File: src/rtl/mem_access_unit.sv
// Memory port of the 16-bit multicycle datapath: req/ack access to a variable-latency memory,
// loading Instr/MDR and stalling the control unit. Optional ack timeout: define MEM_TIMEOUT_EN.
module mem_access_unit #(
    parameter int DATA_W         = 16,
    parameter int ADDR_W         = 16,
    parameter int TIMEOUT_CYCLES = 255
) (
    input  logic              CLK,
    input  logic              Reset_n,
    input  logic              MemRead,
    input  logic              MemWrite,
    input  logic              IorD,
    input  logic              IRWrite,
    input  logic [ADDR_W-1:0] PC,
    input  logic [ADDR_W-1:0] ALUOut,
    input  logic [DATA_W-1:0] WriteData,
    output logic              mem_req,
    output logic              mem_we,
    output logic [ADDR_W-1:0] mem_addr,
    output logic [DATA_W-1:0] mem_wdata,
    input  logic              mem_ack,
    input  logic [DATA_W-1:0] mem_rdata,
    output logic [DATA_W-1:0] Instr,
    output logic [DATA_W-1:0] MDR,
    output logic              Stall,
    output logic              MemFault,
    output logic              dbg_state_o
);

    // Handshake: mem_req rises in the cycle after a command is seen in IDLE and stays high,
    // with address/we/wdata stable, up to and including the single cycle in which mem_ack=1.
    typedef enum logic {S_IDLE = 1'b0, S_REQ = 1'b1} state_t;

    state_t            state_q, state_d;
    logic [ADDR_W-1:0] addr_q, addr_d;
    logic [DATA_W-1:0] wdata_q, wdata_d;
    logic [DATA_W-1:0] instr_q, instr_d;
    logic [DATA_W-1:0] mdr_q, mdr_d;
    logic              we_q, we_d;
    logic              tgt_q, tgt_d;
    logic              timeout;

    if (TIMEOUT_CYCLES < 1 || TIMEOUT_CYCLES > 255) begin : g_timeout_cycles_out_of_range
    end

`ifdef MEM_TIMEOUT_EN
    logic [7:0] cnt_q;
    logic       fault_q;

    assign timeout  = (state_q == S_REQ) && !mem_ack && (cnt_q == 8'(TIMEOUT_CYCLES - 1));
    assign MemFault = fault_q;

    // Counter sits at zero in IDLE, so every REQ entry starts from a cleared count.
    always_ff @(posedge CLK or negedge Reset_n) begin
        if (!Reset_n) begin
            cnt_q   <= 8'd0;
            fault_q <= 1'b0;
        end else begin
            if (state_q == S_IDLE) cnt_q <= 8'd0;
            else if (!mem_ack)     cnt_q <= cnt_q + 8'd1;
            if (timeout)           fault_q <= 1'b1;
        end
    end
`else
    assign timeout  = 1'b0;
    assign MemFault = 1'b0;
`endif

    always_comb begin
        state_d = state_q;
        addr_d  = addr_q;
        wdata_d = wdata_q;
        we_d    = we_q;
        tgt_d   = tgt_q;
        instr_d = instr_q;
        mdr_d   = mdr_q;
        Stall   = 1'b0;
        case (state_q)
            S_IDLE: begin
                if (MemRead || MemWrite) begin
                    Stall   = 1'b1;
                    state_d = S_REQ;
                    addr_d  = IorD ? PC : ALUOut;
                    we_d    = MemWrite;
                    wdata_d = WriteData;
                    tgt_d   = IRWrite;
                end
            end
            S_REQ: begin
                if (mem_ack) begin
                    state_d = S_IDLE;
                    if (!we_q) begin
                        if (tgt_q) instr_d = mem_rdata;
                        else       mdr_d   = mem_rdata;
                    end
                end else if (timeout) begin
                    // An abandoned read leaves a defined zero rather than stale data.
                    state_d = S_IDLE;
                    if (!we_q) begin
                        if (tgt_q) instr_d = '0;
                        else       mdr_d   = '0;
                    end
                end else begin
                    Stall = 1'b1;
                end
            end
            default: state_d = S_IDLE;
        endcase
    end

    always_ff @(posedge CLK or negedge Reset_n) begin
        if (!Reset_n) begin
            state_q <= S_IDLE;
            addr_q  <= '0;
            wdata_q <= '0;
            we_q    <= 1'b0;
            tgt_q   <= 1'b0;
            instr_q <= '0;
            mdr_q   <= '0;
        end else begin
            state_q <= state_d;
            addr_q  <= addr_d;
            wdata_q <= wdata_d;
            we_q    <= we_d;
            tgt_q   <= tgt_d;
            instr_q <= instr_d;
            mdr_q   <= mdr_d;
        end
    end

    assign mem_req     = (state_q == S_REQ);
    assign mem_we      = mem_req && we_q;
    assign mem_addr    = addr_q;
    assign mem_wdata   = wdata_q;
    assign Instr       = instr_q;
    assign MDR         = mdr_q;
    assign dbg_state_o = state_q;

endmodule

File: config.mk
export PLATFORM = sky130hd
export DESIGN_NAME = mem_access_unit
export DESIGN_NICKNAME = d
export VERILOG_FILES = /design/src/rtl/mem_access_unit.sv
export SDC_FILE = /design/constraint.sdc
export NUM_CORES = 1
export LEC_CHECK = 0
export CORE_ASPECT_RATIO = 0.75
export CORE_MARGIN = 2
export CORE_UTILIZATION = 36
export CTS_CLUSTER_SIZE = 12
export DETAILED_ROUTE_END_ITERATION = 10
export GPL_TIMING_DRIVEN = 1
export HOLD_SLACK_MARGIN = 0.03
export PLACE_DENSITY = 0.83
export SETUP_SLACK_MARGIN = 0.3
export SLEW_MARGIN = 20
export SYNTH_ARGS = -nofsm -noshare
export SYNTH_HDL_FRONTEND = slang
export SYNTH_SLANG_ARGS = --single-unit
File: constraint.sdc
create_clock -name CLK -period 1.43 [get_ports CLK]
set_input_delay 0.286 -clock CLK [delete_from_list [all_inputs] [get_ports CLK]]
set_output_delay 0.286 -clock CLK [all_outputs]
set_load 0.05 [all_outputs]
**Word-level counts from Yosys, hierarchy flattened**

Index checks and enable logic that the tools add are counted.

- Bits in registers: 67
- Word-level logic and storage cells: 19

- Muxes and demuxes: 4
- Bitwise logic cells: 3
- Reductions and logical operators: 5

Operator list:

| operator | number |
|---|---|
| 16-bit 2-to-1 mux | 1 |
| 4-bit AND reduction | 2 |
| 1-bit NOT | 3 |
| 1-bit 2-to-1 mux | 2 |
| 1-bit one-hot mux with 2 select lines | 1 |
| 2-bit AND reduction | 1 |
| 1-bit logical AND | 1 |
| 1-bit logical OR | 1 |

**Depth between registers and ports, before layout**

- Word-level depth: 3
- Mapped depth: 4
- Depth with buffers taken out: 2

**Least setup slack after synthesis**

No wires, ideal clock.

- Path type: reg-to-output
- From: reg state_q, in the netlist dbg_state_o
- To: out Stall
- Data arrival time: 1.630 ns
- Data required time: 1.144 ns
- Path slack: -0.486 ns
- Stages on the path, launching flop included: 3
- Cell sequence: dfrtp_1 -> nor3_1 -> a21oi_1

- Cells in the longest elaborated chain, start to end: 2

Ends and longest elaborated chain:

| element | RTL line | RTL |
|---|---|---|
| from (decl) | 34 | `state_t state_q, state_d;` |
| from (signal assigned) | 121 | `state_q <= state_d;` |
| 1-bit NOT (no line) | -- |  |
| 1-bit one-hot mux with 2 select lines (*) | 78 | `case (state_q)` |
| to (decl) | 25 | `output logic Stall,` |

Mark *: on every way between the ends. The rest lies on a longest branch, timed or not.

**Worst setup path in the final report**

Same ends and word-level chain as after synthesis.

==> flow_metrics.tcl <==
set metrics [dict create \
    r2r_start "dbg_state_o$_DFF_PN0_" \
    status "finished with violations" \
    diodes 0 \
    period_needed_ps 1570 \
    die_w_um 105 \
    via_count 2121 \
    die_h_um 79.6 \
    crit_fanout 4 \
    fmax_mhz 636 \
    r2r-end "MDR[7]$_DFFE_PN0P_" \
    antenna_found_initial 0 \
    p_leak_nw 2.73 \
    dieArea_mm2 0.00835 \
    nets 422 \
    numCtsBuffers 9 \
    finalSetupTns_ps -2060 \
    htree_levels 3 \
    drt-vias-per-instance 4.67 \
    end_kind "output port" \
    cp.arrival_ps 1290 \
    min_period_over_period_pct 110 \
    grt_pass1_wl_mm 13.3 \
    hold_violations 0 \
    clk_root_buffer_cell "clkbuf_8" \
    wl_per_cell_um 18.9 \
    reg2regPathDepth 5 \
    final-setup-viol-count 35 \
    startpoint_type "flip-flop" \
    grt_pass1_vias 2341 \
    core-area_mm2 0.00736 \
    synth.distinct_cells 12 \
    drt_iter0_markers 33 \
    power_density_mw_per_mm2 2100 \
    wl_mm 8.56 \
    grt_overflow 0 \
    drc 0 \
    ant_nets 0 \
    firstDrtPassIters 4 \
    final_cell_mix "buf_12 (72), dfrtp_1 (66), clkdlybuf4s50_1 (66)" \
    cp.required_ps 1140 \
    portBuffers 138 \
    cts_tree "done" \
    final_common_cell "buf_12" \
    io_pins 140 \
    crit_end "Stall" \
    critPathLaunch "dbg_state_o$_DFF_PN0_" \
    clk_latency_ps 330 \
    ys_seq_elements 67 \
    final.setup_skew_ps 10.9 \
    violations "negative setup slack" \
    synth_area_mm2 0.00275 \
    drive_gt1_share_pct 61.2 \
    cts.clk_slew.worst_paths_ps 70 \
    vdd.ir_drop.worst_v 0.00195 \
    hp-class "input pin to asynchronous set/reset pin" \
    r2r_slack_ps -130 \
    core.rowCount 27 \
    fin_ws_ps -142 \
    ys_seq_area_share_pct 61.0 \
    synth_warnings 0 \
    grt_setup_unrepaired "yes" \
    grt_max_degree 68 \
    synth_nets 237 \
    place_ws_ps -300 \
    grt_usage_pct 21.2 \
    max_cap_viol_count 0 \
    place.gp.congestion 0.767 \
    synthCells 166 \
    start_util_pct 37.3 \
    cts.sinks 67 \
    area_growth_syn_to_layout_pct 111 \
    dp_hpwl_mm 5.42 \
    slew_viol_final 0 \
    synth_area_per_cell_um2 16.5 \
    fin_util_pct 78.8 \
    cts_buffer_depth 2 \
    critPathKind "flip-flop to output port" \
    fillers 433 \
]
-- per-stage QoR --
stage / area, µm² / hold slack [ps] / power (mW) / instances
floorplan: 2810 / -9.59 / 6.28 / 166
global route: 5800 / 524 / 12.6 / 454
global placement: 5030 / 333 / 9.91 / 405
detailed placement: 5030 / 339 / 10.1 / 405
finish: 5800 / 510 / 12.2 / 454
CTS: 5610 / 511 / 11.8 / 437
-- worst max-delay path: stages (launching register included) --
cell and delay (ps):
dfrtp_4 510, buf_6 140, a21oi_4 160, buf_12 160
-- registers in the layout (all words and copies together) (netlist names) --
signal and cells:
dbg_state_o 1, tgt_q 1, mem_addr 16, MDR 16, mem_wdata 16, Instr 16, we_q 1
-- cell families (layout without fill, tap and decap cells) --
kind of cell	Yosys count	after routing	synth area share [%]
other cells	1	1	0.137
mux	82	82	33.6
buf+inv	10	197	3.19
flops	67	67	61.0
simple gates	4	4	1.41
compound gates	2	2	0.592
-- metal layers --
metal / up-vias / part of all wire [%] / global-route usage, %
met5: - / 0 / 0
met4: 0 / 0.93 / 6.40
met3: 11 / 7.0 / 7.76
met2: 91 / 50 / 35.6
met1: 1060 / 42 / 25.7
li1: 959 / - / -
-- cells in the mapped netlist --
library cell   n  area (µm²)
a21oi_1        1        5.00
buf_2          1        5.00
nand4b_2       1        15.0
conb_1         1        3.75
and2_1         1        6.26
nor3_1         1        5.00
and4bb_1       1        12.5
buf_4          5        37.5
buf_6          4        45.0
dfrtp_1       67        1680
mux2_2        82         923
o21bai_2       1        11.3
-- area by class of cell --
type	instances	area, µm²	share of cell area [%]
timing repair buffer	184	2590	44.6
clock inverter	3	17.5	0.302
multi-input combinational	89	1250	21.6
sequential	67	1680	29.0
clock buffer	10	138	2.37
tap	101	126	2.18
-- what timing repair did --
action                                  in CTS  in global routing
buffers inserted                            13                 17
gates cloned                                 5                  0
pin swaps                                    2                  1
gates resized for setup                     51                 23
endpoints found under the setup margin     134                134
hold buffers                                 1                  0
endpoints found under the hold margin       67                  0
-- how the worst min path moves through the flow --
stage	slack (ps)	end	from
floorplan	-10	Instr[0]$_DFFE_PN0P_	Reset_n
global placement	330	MDR[11]$_DFFE_PN0P_	Reset_n
detailed placement	340	MDR[11]$_DFFE_PN0P_	Reset_n
CTS	510	we_q$_DFFE_PN0P_	MemWrite
global route	520	we_q$_DFFE_PN0P_	MemWrite
finish	510	MDR[9]$_DFFE_PN0P_	Reset_n
-- report_power, final --
group | internal (mW) | total [mW] | switching, mW | leakage (nW)
sequential | 2.59 | 3.38 | 0.788 | 0.789
combinational | 4.12 | 7.48 | 3.37 | 1.86
clock | 0.641 | 1.32 | 0.676 | 0.0799
Note: power is estimated with default switching activity, not from simulation.
